===== config.mk =====
export PLATFORM = sky130hd
export DESIGN_NAME = load_store_unit
export DESIGN_NICKNAME = d
export VERILOG_FILES = /design/src/rtl/load_store_unit.sv
export SDC_FILE = /design/constraint.sdc
export NUM_CORES = 1
export LEC_CHECK = 0
export BUFFER_PORTS_ARGS = -buffer_cell sky130_fd_sc_hd__buf_2
export CORE_UTILIZATION = 51
export DETAILED_ROUTE_END_ITERATION = 8
export PLACE_DENSITY = 0.82
export SYNTH_ARGS = -nofsm -noshare
export SYNTH_HDL_FRONTEND = slang
export SYNTH_SLANG_ARGS = --single-unit
export TNS_END_PERCENT = 10

===== constraint.sdc =====
create_clock -name clk -period 2.6 [get_ports clk]
set_input_delay 0.39 -clock clk [delete_from_list [all_inputs] [get_ports clk]]
set_output_delay 0.39 -clock clk [all_outputs]
set_load 0.02 [all_outputs]

===== src/rtl/load_store_unit.sv =====
// load_store_unit: RV32I memory-access stage.
// Takes the ALU result as effective address and runs one data-memory
// transaction over a valid/ack bus. Handles byte-lane alignment, misalignment
// detection and a bus timeout. Returns an extended load result as a
// one-cycle response.
//
// Ports:
//   clk, reset_n        clock, asynchronous active-low reset
//   req_valid/ready     request handshake from execute (ready = idle)
//   alu_result          effective address
//   rs2_data            store data
//   funct3              RV32I width/sign field
//   mem_write           1 = store, 0 = load
//   mem_req/we/addr/wdata/wstrb  registered bus request
//   mem_rdata, mem_ack  bus read data and completion
//   resp_valid          one-cycle response pulse
//   load_data           extended load result
//   misaligned          misaligned address (with resp_valid)
//   access_fault        timeout or illegal funct3 (with resp_valid)
module load_store_unit #(
    parameter int unsigned TIMEOUT_CYCLES = 255
) (
    input  logic        clk,
    input  logic        reset_n,
    input  logic        req_valid,
    output logic        req_ready,
    input  logic [31:0] alu_result,
    input  logic [31:0] rs2_data,
    input  logic [2:0]  funct3,
    input  logic        mem_write,
    output logic        mem_req,
    output logic        mem_we,
    output logic [31:0] mem_addr,
    output logic [31:0] mem_wdata,
    output logic [3:0]  mem_wstrb,
    input  logic [31:0] mem_rdata,
    input  logic        mem_ack,
    output logic        resp_valid,
    output logic [31:0] load_data,
    output logic        misaligned,
    output logic        access_fault
);

    localparam int unsigned CNT_W = 16;
    localparam logic [CNT_W-1:0] CNT_LAST = CNT_W'(TIMEOUT_CYCLES - 1);

    typedef enum logic [1:0] {
        S_IDLE,
        S_BUS,
        S_RESP
    } state_e;

    state_e            state_q;
    logic [CNT_W-1:0]  cnt_q;
    logic [1:0]        addr_lo_q;
    logic [2:0]        funct3_q;
    logic              we_q;

    logic              req_ready_q;
    logic              mem_req_q;
    logic              mem_we_q;
    logic [31:0]       mem_addr_q;
    logic [31:0]       mem_wdata_q;
    logic [3:0]        mem_wstrb_q;
    logic              resp_valid_q;
    logic [31:0]       load_data_q;
    logic              misaligned_q;
    logic              access_fault_q;

    logic              illegal_c;
    logic              misal_c;
    logic [3:0]        wstrb_c;
    logic [31:0]       wdata_c;
    logic [7:0]        byte_c;
    logic [15:0]       half_c;
    logic [31:0]       ext_c;

    // Classify the incoming request and build lane-replicated store data.
    always_comb begin
        illegal_c = 1'b0;
        misal_c   = 1'b0;
        wstrb_c   = 4'b0000;
        wdata_c   = 32'h0;
        case (funct3)
            3'b000, 3'b001, 3'b010: illegal_c = 1'b0;
            3'b100, 3'b101:         illegal_c = mem_write;
            default:                illegal_c = 1'b1;
        endcase
        if (funct3[1:0] == 2'b01) begin
            misal_c = alu_result[0];
        end else if (funct3[1:0] == 2'b10) begin
            misal_c = (alu_result[1:0] != 2'b00);
        end
        if (mem_write) begin
            case (funct3[1:0])
                2'b00: begin
                    wstrb_c = 4'b0001 << alu_result[1:0];
                    wdata_c = {4{rs2_data[7:0]}};
                end
                2'b01: begin
                    wstrb_c = alu_result[1] ? 4'b1100 : 4'b0011;
                    wdata_c = {2{rs2_data[15:0]}};
                end
                default: begin
                    wstrb_c = 4'b1111;
                    wdata_c = rs2_data;
                end
            endcase
        end
    end

    // Extract and extend the addressed byte/halfword from the bus read data.
    always_comb begin
        byte_c = mem_rdata[7:0];
        half_c = addr_lo_q[1] ? mem_rdata[31:16] : mem_rdata[15:0];
        ext_c  = mem_rdata;
        case (addr_lo_q)
            2'b00:   byte_c = mem_rdata[7:0];
            2'b01:   byte_c = mem_rdata[15:8];
            2'b10:   byte_c = mem_rdata[23:16];
            default: byte_c = mem_rdata[31:24];
        endcase
        case (funct3_q)
            3'b000:  ext_c = {{24{byte_c[7]}}, byte_c};
            3'b100:  ext_c = {24'h0, byte_c};
            3'b001:  ext_c = {{16{half_c[15]}}, half_c};
            3'b101:  ext_c = {16'h0, half_c};
            default: ext_c = mem_rdata;
        endcase
        if (we_q) begin
            ext_c = 32'h0;
        end
    end

    // Control FSM with registered bus and response outputs.
    always_ff @(posedge clk or negedge reset_n) begin
        if (!reset_n) begin
            state_q        <= S_IDLE;
            cnt_q          <= '0;
            addr_lo_q      <= 2'b00;
            funct3_q       <= 3'b000;
            we_q           <= 1'b0;
            req_ready_q    <= 1'b1;
            mem_req_q      <= 1'b0;
            mem_we_q       <= 1'b0;
            mem_addr_q     <= 32'h0;
            mem_wdata_q    <= 32'h0;
            mem_wstrb_q    <= 4'b0000;
            resp_valid_q   <= 1'b0;
            load_data_q    <= 32'h0;
            misaligned_q   <= 1'b0;
            access_fault_q <= 1'b0;
        end else begin
            case (state_q)
                S_IDLE: begin
                    if (req_valid) begin
                        addr_lo_q   <= alu_result[1:0];
                        funct3_q    <= funct3;
                        we_q        <= mem_write;
                        cnt_q       <= '0;
                        req_ready_q <= 1'b0;
                        if (illegal_c) begin
                            access_fault_q <= 1'b1;
                            resp_valid_q   <= 1'b1;
                            state_q        <= S_RESP;
                        end else if (misal_c) begin
                            misaligned_q <= 1'b1;
                            resp_valid_q <= 1'b1;
                            state_q      <= S_RESP;
                        end else begin
                            mem_req_q   <= 1'b1;
                            mem_we_q    <= mem_write;
                            mem_addr_q  <= {alu_result[31:2], 2'b00};
                            mem_wdata_q <= wdata_c;
                            mem_wstrb_q <= wstrb_c;
                            state_q     <= S_BUS;
                        end
                    end
                end
                S_BUS: begin
                    // Ack beats an expiring counter in the same cycle.
                    if (mem_ack || (cnt_q == CNT_LAST)) begin
                        mem_req_q      <= 1'b0;
                        mem_we_q       <= 1'b0;
                        mem_addr_q     <= 32'h0;
                        mem_wdata_q    <= 32'h0;
                        mem_wstrb_q    <= 4'b0000;
                        cnt_q          <= '0;
                        resp_valid_q   <= 1'b1;
                        load_data_q    <= mem_ack ? ext_c : 32'h0;
                        access_fault_q <= !mem_ack;
                        state_q        <= S_RESP;
                    end else begin
                        cnt_q <= cnt_q + CNT_W'(1);
                    end
                end
                S_RESP: begin
                    resp_valid_q   <= 1'b0;
                    load_data_q    <= 32'h0;
                    misaligned_q   <= 1'b0;
                    access_fault_q <= 1'b0;
                    req_ready_q    <= 1'b1;
                    state_q        <= S_IDLE;
                end
                default: begin
                    state_q     <= S_IDLE;
                    req_ready_q <= 1'b1;
                end
            endcase
        end
    end

    assign req_ready    = req_ready_q;
    assign mem_req      = mem_req_q;
    assign mem_we       = mem_we_q;
    assign mem_addr     = mem_addr_q;
    assign mem_wdata    = mem_wdata_q;
    assign mem_wstrb    = mem_wstrb_q;
    assign resp_valid   = resp_valid_q;
    assign load_data    = load_data_q;
    assign misaligned   = misaligned_q;
    assign access_fault = access_fault_q;

endmodule


==> flow_metrics.tcl, run 1 <==
set metrics [dict create \
    cp-end-kind "register" \
    required_ps 2930 \
    vias_per_cell 5.863 \
    synth.avg_cell_area_um2 10.79 \
    start_util 0.5228 \
    dr_wl_met3_um 1354 \
    maxUsedRoutingLayer "met4" \
    cts_setup_buffers 0 \
    critPathArrivalTime_ps 2610 \
    grt.overflow.total 0 \
    synth_cells 582 \
    slew-limit-headroom 0.1903 \
    dr.first_iter.drc_count 353 \
    synth_cell_types 58 \
    routed_wl_um 16550 \
    antenna_found_initial 0 \
    io_pins 210 \
    via_count 5494 \
    drc 0 \
    ys_async_sr_fraction 1.000 \
    clkLatencyLatePin_ps 410 \
    ys_seq_area_frac 0.5103 \
    clockRootBuffer "clkbuf_16" \
    p_leak_nw 4.118 \
    fin_nets 883 \
    antennaDiodeCount 0 \
    area_delta_synth_final_pct 27.69 \
    rsz0062_at_grt "false" \
    cts_resized 0 \
    antenna_left 0 \
    tns_ps 0 \
    cts.sinks 128 \
    ff2ff_setup_slack_ps 320 \
    place.gp.congestion 0.8815 \
    dp_hpwl_um 11610 \
    drive_above_1_share 0.3835 \
    placementRows 40 \
    die_x_um 113.0 \
    met1Wirelength_um 6678 \
    wl_per_cell_um 17.66 \
    synth_seq_cells 128 \
    finalSetupViolCount 0 \
    path_clk_slew_ps 60 \
    synth_edf_count 0 \
    critPathSlowestCell "dfrtp_1" \
    p_total_mw 8.664 \
    finalHoldViolCount 0 \
    cts_buffer_depth 2 \
    io_buffer_count 207 \
    synth_area_um2 6280 \
    peakVddDrop_mv 0.6698 \
    htree_levels 4 \
    grt_util_all_layers 0.2674 \
    grt_pass1_wl_um 26660 \
    path_cells "or3b_1 -> a41o_2 -> o21ai_2 -> buf_4 -> o2bb2ai_1" \
    grt_max_degree 57 \
    ys_warn_count 0 \
    wl_met2_um 8181 \
    core_um2 12010 \
    slowest_delay_ps 550 \
    drv_cap 0 \
    startpoint_type "register" \
    cts_tree "done" \
    min_period_ps 2280 \
    grt_pass1_vias 5381 \
    firstDrtPassIters 5 \
    clock.fmax_mhz 438.7 \
    finalMaxSlewViolations 0 \
    power_density_nw_per_um2 1080 \
    worst_slew_pin_slew_ps 1215 \
    cts_buffers 17 \
    hp-class "in -> reg" \
    crit_type "reg -> reg" \
    die_y_um 113.0 \
    synth_flop_cell "dfrtp_1" \
    status "completed" \
    dieArea_um2 12760 \
    skew_ps 7.682 \
    fin_crit_sh 0.8768 \
    path_max_fanout 28 \
]
==> registers in the layout, indices dropped and copies added, names as in the netlist, 2 cells and up <==
name / cells
state_q: 2
mem_wdata: 32
addr_lo_q: 2
mem_wstrb: 4
mem_addr: 30
funct3_q: 3
cnt_q: 16
load_data: 32
==> cells in the mapped netlist (all sizes together) (2+ instances only) <==
cell	count	area (µm²)
dfrtp	127	3178
nand2	55	209.0
a21oi	44	220.2
mux2	41	461.7
a22o	39	341.6
o21ai	31	155.1
mux2i	25	250.2
buf	24	150.1
nor2	23	86.33
clkbuf	22	83.83
a221o	18	180.2
inv	18	67.56
nor2b	12	75.07
or3	10	62.56
and2	9	56.30
o22ai	8	50.05
o2bb2ai	7	61.31
a21o	6	45.04
nand3	6	30.03
nand2b	5	31.28
nor3b	5	37.54
or4	5	41.29
o31ai	4	30.03
a211oi	3	27.52
nand4	3	18.77
nor3	3	15.01
and3	2	12.51
and4	2	17.52
ha	2	25.02
mux4	2	45.04
o22a	2	17.52
==> layout make-up <==
cell class,count,area (µm²)
Fill cell,926,3993
Sequential cell,128,3204
Multi-Input combinational cell,390,2778
Timing Repair Buffer,221,1184
Clock buffer,21,460.4
Tap cell,147,183.9
Clock inverter,11,137.6
Inverter,19,71.32
==> what timing repair did <==
action                                 4_1_cts  5_1_grt
setup endpoints to repair                    0        0
endpoints found under the hold margin        1        0
hold buffers                                 1        0
==> critical path, delay by kind of cell (launching register included) <==
kind	cells	cell delay (ps)
buf+inv	1	290
simple gates	1	390
compound gates	3	950
flops	1	550
==> kinds of logic (layout without fill, tap and decap cells) <==
group / Yosys count / count (layout) / share of synthesized area
flops: 128 / 128 / 0.5103
xor+xnor: 1 / 1 / 0.001395
fa+ha+maj: 2 / 2 / 0.003984
simple gates: 147 / 147 / 0.1207
buf+inv: 65 / 272 / 0.04861
compound gates: 170 / 170 / 0.1939
mux: 68 / 68 / 0.1205
other cells: 1 / 2 / 0.0005972
==> final timing paths <==
check	to	depth (start not counted)	from
max	load_data[3]	5	state_q[0]
min	mem_addr[12]	2	alu_result[12]
max reg2reg	load_data[3]	5	state_q[0]
min reg2reg	load_data[1]	1	load_data[1]
max in group asynchronous	load_data[23]	3	reset_n
min in group asynchronous	cnt_q[14]	2	reset_n
==> stage by stage <==
stage / worst slack (ps) / area [µm²] / std cells / hold WS [ps] / utilization
after floorplan: 778.6 / 6284 / 583 / 94.41 / -
after global placement: 479.2 / 7411 / 904 / 433.5 / 0.6170
after detailed placement: 382.2 / 7411 / 904 / 437.3 / 0.6170
after CTS: 364.3 / 8019 / 937 / 174.9 / 0.6676
after global routing: 184.3 / 8019 / 937 / 181.0 / 0.6676
final: 320.3 / 8019 / 937 / 192.7 / 0.6676
==> power breakdown <==
group          switching (mW)  internal [mW]  leakage, nW
Clock                   0.860           1.55        0.289
Combinational            1.88           1.28         2.13
Sequential              0.453           2.65         1.70
Total                    3.19           5.48         4.12
==> cells in the final DEF (no fill, tap or decap), drive strengths merged, types with 3 or more instances in the layout <==
| cell type | count |
|---|---|
| clkbuf | 21 |
| o2bb2ai | 7 |
| o31ai | 4 |
| or4 | 5 |
| a211oi | 3 |
| a22o | 39 |
| inv | 18 |
| nand2b | 5 |
| a21oi | 44 |
| a221o | 18 |
| dfrtp | 127 |
| o22ai | 8 |
| or3 | 10 |
| o21ai | 31 |
| nor2 | 23 |
| buf | 220 |
| mux2i | 25 |
| nor3 | 3 |
| mux2 | 41 |
| and2 | 9 |
| clkinvlp | 3 |
| nand3 | 6 |
| nand4 | 3 |
| nor2b | 12 |
| nand2 | 55 |
| nor3b | 5 |
| a21o | 6 |
| bufinv | 3 |
| clkinv | 6 |
==> per-layer routing <==
layer,track usage,vias to the layer above
met2,0.4588,261
li1,-,2513
met4,0.09035,0
met1,0.3241,2686
met5,0,-
met3,0.07766,34
No activity file was read; power rests on OpenSTA's default activity.
==> run 2: changes to the inputs <==
- CELL_PAD_IN_SITES_DETAIL_PLACEMENT: unset -> 0
- CELL_PAD_IN_SITES_GLOBAL_PLACEMENT: unset -> 1
- CORE_UTILIZATION: 51 -> 39
==> run 2 against run 1 <==
- clock power decreased by 3%
- global-route usage down 5.4 points
- sequential power is 2% lower
- clock skew hardly changed
- power shrank 1.0%
- flip-flop and latch count unchanged
- die area grew 30%
- worst setup slack got worse by 87 ps
- register-to-register slack got worse by 90 ps
- critical endpoint is now mem_addr[8]
==> flow_metrics.tcl, run 2 (synthesis gave the netlist of run 1 again) <==
set metrics [dict create \
    place.gp.congestion 0.8266 \
    die_x_um 128.9 \
    cp-end-kind "register" \
    path_max_fanout 50 \
    fin_nets 884 \
    critPathArrivalTime_ps 2670 \
    min_period_ps 2367 \
    routed_wl_um 17110 \
    htree_levels 4 \
    die_y_um 128.9 \
    io_pins 210 \
    finalHoldViolCount 0 \
    start_util 0.3968 \
    ff2ff_setup_slack_ps 230 \
    critPathSlowestCell "dfrtp_1" \
    clockRootBuffer "clkbuf_16" \
    grt_pass1_vias 5275 \
    grt_util_all_layers 0.2138 \
    r2r_end "mem_addr[8]" \
    wl_per_cell_um 16.99 \
    crit_type "reg -> reg" \
    grt_max_degree 77 \
    min_path_cells 2 \
    power_density_nw_per_um2 1060 \
    slew-limit-headroom 0.1797 \
    worstReg2RegStart "cnt_q[0]" \
    slowest_delay_ps 420 \
    antenna_found_initial 1 \
    grt.overflow.total 0 \
    finalMaxSlewViolations 0 \
    path_cells "inv_1 -> ha_1 -> nor4b_1 -> a41o_4 -> o311ai_4 -> buf_12 -> buf_4 -> a22o_1" \
    cts_setup_buffers 0 \
    placementRows 46 \
    clkLatencyLatePin_ps 420 \
    worstRegToRegCells 8 \
    holdWs_ps 186.8 \
    drv_cap 0 \
    cts.sinks 128 \
    antenna_left 0 \
    cts_tree "done" \
    skew_ps 7.722 \
    peakVddDrop_mv 0.6395 \
    firstDrtPassIters 4 \
    area_delta_synth_final_pct 28.77 \
    dp_hpwl_um 12330 \
    io_buffer_count 207 \
    hp-start "alu_result[13]" \
    most-common-layout-cells "buf_2, dfrtp_1, nand2_1, a21oi_1, mux2_2" \
    cts_buffers 17 \
    vias_per_cell 5.334 \
    finalSetupViolCount 0 \
    via_count 5371 \
    core_um2 15830 \
    tns_ps 0 \
    fin_crit_sh 0.9102 \
    dieArea_um2 16610 \
    grt_pass1_wl_um 27410 \
    path_clk_slew_ps 60 \
    hp-class "in -> reg" \
    final_common_cell "buf_2" \
    rsz0062_at_grt "false" \
    drive_above_1_share 0.3843 \
    drc 0 \
    status "completed" \
    clock.fmax_mhz 422.6 \
    worst_slew_pin_slew_ps 1230 \
    cts_buffer_depth 2 \
    antennaDiodeCount 0 \
    p_leak_nw 4.113 \
    holdPathEnd "mem_addr[13]" \
    dr.first_iter.drc_count 274 \
    required_ps 2900 \
    startpoint_type "register" \
]
[run 2: cell count changes in the layout (fill, tap and decap cells not counted), sizes merged]
cell	before	now
buf	220	221
bufinv	3	2
clkinv	6	8
clkinvlp	3	2
[run 2: layer usage]
layer  global-route usage  part of all wire
met1               0.2694              0.43
met2               0.3374              0.48
met3              0.07609             0.072
met4              0.08028             0.019
met5                    0           0.00094
[run 2: per-stage QoR]
stage / worst slack [ps] / utilization / instances / power, mW / cell area [µm²]
finish: 233.5 / 0.5109 / 1007 / 8.576 / 8087
global placement: 312.6 / 0.4734 / 974 / 6.209 / 7492
global route: 51.11 / 0.5109 / 1007 / 9.055 / 8087
CTS: 187.3 / 0.5103 / 1007 / 8.662 / 8077
detailed placement: 197.8 / 0.4734 / 974 / 6.294 / 7492
floorplan: 778.6 / - / 583 / 5.158 / 6284
[run 2: layout make-up]
class,count,area (µm²)
clock inverters,11,113.9
clock buffers,21,460.4
flip-flops and latches,128,3204
repair buffers,222,1179
fillers,1457,7741
multi-input cells,390,2788
inverters,19,71.32
well taps,216,270.3
[run 2: worst max-delay path by stage]
stage                         start           end  slack (ps)  depth (start not counted)
after CTS                  cnt_q[0]   mem_addr[8]         190                          8
final                      cnt_q[0]   mem_addr[8]         230                          8
after global placement     cnt_q[0]   mem_addr[6]         310                          8
after floorplan           funct3[0]  mem_addr[21]         780                          7
after global routing       cnt_q[0]   mem_addr[8]          50                          8
after detailed placement   cnt_q[0]   mem_addr[8]         200                          8
[run 2: critical path: cells and delay by family, from the launching register on]
family	cells	cell delay, ps
compound gates	3	830
buf+inv	3	530
flops	1	420
simple gates	1	300
fa+ha+maj	1	140
[run 2: timing repair]
action / in CTS / in global routing
endpoints found under the setup margin: 0 / 4
hold buffers: 1 / 0
gates resized for setup: 0 / 1
hold endpoints to repair: 16 / 0
[run 2: report_power, final]
part | total, mW | switching, mW | internal (mW)
logic | 3.21 | 1.93 | 1.28
registers | 3.04 | 0.397 | 2.65
clock network | 2.33 | 0.876 | 1.45
total | 8.58 | 3.20 | 5.38
==> run 3: changes to the inputs <==
- BUFFER_PORTS_ARGS: -buffer_cell sky130_fd_sc_hd__buf_2 -> unset
- CORE_UTILIZATION: 39 -> 48
- DONT_BUFFER_PORTS: unset -> 1
- PLACE_DENSITY: 0.82 -> 0.81
==> run 3 against run 2 <==
- the flow now finishes with violations (negative hold slack)
- worst setup slack gained 120 ps
- core utilization up 3.5 points
- clock power is 3% lower
- count of clock-buffer cells in the layout down 4
- sequential share of layout area increased by 6.7 points
- worst hold slack worse by 510 ps
- via count down 16%
- first-iteration DRC count fell by 6.2%
==> flow_metrics.tcl, run 3 (synthesis gave the netlist of run 1 again) <==
set metrics [dict create \
    seq_power_share 0.508 \
    worstRegToRegCells 5 \
    peakVddDrop_mv 0.5721 \
    worstReg2RegStart "state_q[1]" \
    final_common_cell "dfrtp_1" \
    grt_use_met2 0.3432 \
    grt_util_all_layers 0.2263 \
    most-common-layout-cells "dfrtp_1, nand2_1, a21oi_1, mux2_2, a22o_1" \
    critPathLaunch "state_q[1]" \
    finalWorstSetupSlack_ps 352.9 \
    crit_type "reg -> reg" \
    critPathSlowestCell "a211oi_2" \
    grt_pass1_wl_um 23140 \
    fin_crit_sh 0.8643 \
    cts_buffer_depth 2 \
    grt_pass1_vias 4373 \
    nFillCells 1128 \
    antennaDiodeCount 0 \
    clkLatencyLatePin_ps 420 \
    slowest_delay_ps 840 \
    cts_buffers 17 \
    p_comb_frac 0.202 \
    top_usage_layer "met2" \
    power.share.clock 0.290 \
    place.gp.congestion 0.7730 \
    clockRootBuffer "clkbuf_16" \
    start_util 0.4956 \
    ff2ff_setup_slack_ps 350 \
    firstDrtPassIters 4 \
    grt.met3_usage 0.09600 \
    startpoint_type "register" \
    required_ps 2950 \
    cp-end-kind "register" \
    status "complete, but fails checks" \
    dpl_worst_slack_ps 378.5 \
    routed_wl_um 14880 \
    path_clk_slew_ps 60 \
    die_x_um 116.4 \
    grt.overflow.total 0 \
    min_period_ps 2247 \
    path_max_fanout 16 \
    dieArea_um2 13540 \
    dr.first_iter.drc_count 257 \
    switching_power_mw 2.982 \
    worst_slew_pin_slew_ps 1282 \
    drive_above_1_share 0.1641 \
    endpoint "load_data[20]" \
    antenna_found_initial 0 \
    cts_setup_buffers 0 \
    cts_tree "done" \
    vias_per_cell 6.000 \
    critPathArrivalTime_ps 2600 \
    p_leak_nw 3.135 \
    die_y_um 116.4 \
    htree_levels 4 \
    r2r_end "load_data[20]" \
    core_um2 12670 \
    tns_ps 0 \
    cts_resized 0 \
    drc 0 \
    wl_per_cell_um 19.81 \
    antenna_left 0 \
    slew-limit-headroom 0.1456 \
    sw_frac_of_total 0.3846 \
    violations "negative hold slack" \
    grt_max_degree 129 \
    area_delta_synth_final_pct 10.18 \
    internal-power_mw 4.772 \
    cts.sinks 128 \
    holdWs_ps -326.9 \
    io_buffer_count 0 \
    drv_cap 0 \
    skew_ps 7.487 \
    rsz0062_at_grt "false" \
    finalMaxSlewViolations 0 \
    multi_input_area_um2 2778 \
    io_pins 210 \
    finalSetupViolCount 0 \
    fin_nets 672 \
    met1_usage 0.2854 \
    clock.fmax_mhz 445.0 \
    finalHoldViolCount 128 \
    power_density_nw_per_um2 1121 \
    path_cells "buf_4 -> and4bb_2 -> nand2_1 -> a211oi_2 -> a221o_1" \
    dp_hpwl_um 10230 \
    via_count 4506 \
    placementRows 41 \
    hp-class "in -> async" \
    register_area_um2 3204 \
]
[run 3: changes by cell type in the layout (fill, tap and decap cells not counted), moves of 2 or more]
cell	delta
buf_2	-206
buf_4	-4
clkbuf_1	-2
clkbuf_8	-2
clkinv_2	-3
clkinvlp_4	+3
inv_6	+3
[run 3: area by class of cell]
class | instances | share of cell area
timing repair buffer | 10 | 0.01266
inverter | 19 | 0.01031
sequential | 128 | 0.4631
clock buffer | 17 | 0.06148
multi-input combinational | 390 | 0.4014
clock inverter | 15 | 0.01989
tap | 172 | 0.03110
[run 3: how the worst min path moves through the flow]
stage	cells past startpoint	to	slack (ps)	startpoint
global placement	0	cnt_q[12]	100	reset_n
CTS	0	load_data[8]	-350	reset_n
finish	0	load_data[14]	-330	reset_n
detailed placement	0	cnt_q[10]	100	reset_n
global route	0	load_data[14]	-350	reset_n
floorplan	0	access_fault	90	reset_n
[run 3: routing by layer]
layer  vias to the layer above  wire length [µm]
met1                      2191              6072
met4                         0               163
met2                       209              7061
met5                         -                 0
met3                        14              1582
li1                       2092                 -
[run 3: critical path, delay by kind of cell (launching register included)]
kind | cells | cell delay, ps
buffers and inverters | 1 | 180
DFF | 1 | 370
AOI/OAI and AO/OA | 2 | 1080
and+or+nand+nor | 2 | 540
[run 3: stage by stage]
stage | hold WS (ps) | utilization | power [mW] | area [µm²] | std cells
2_1_floorplan | 94.41 | - | 5.158 | 6284 | 583
5_1_grt | -352.6 | 0.5461 | 8.174 | 6919 | 751
4_1_cts | -347.4 | 0.5461 | 7.825 | 6919 | 751
3_3_place_gp | 102.1 | 0.5016 | 5.486 | 6356 | 719
6_report | -326.9 | 0.5461 | 7.755 | 6919 | 751
3_5_place_dp | 103.6 | 0.5016 | 5.547 | 6356 | 719
[run 3: power groups by stage]
stage	logic, mW	clock network (mW)	registers (mW)
2_1_floorplan	1.40	0	3.76
3_3_place_gp	1.51	0	3.97
3_5_place_dp	1.58	0	3.97
4_1_cts	1.57	2.29	3.96
5_1_grt	1.75	2.39	4.04
6_report	1.56	2.25	3.94
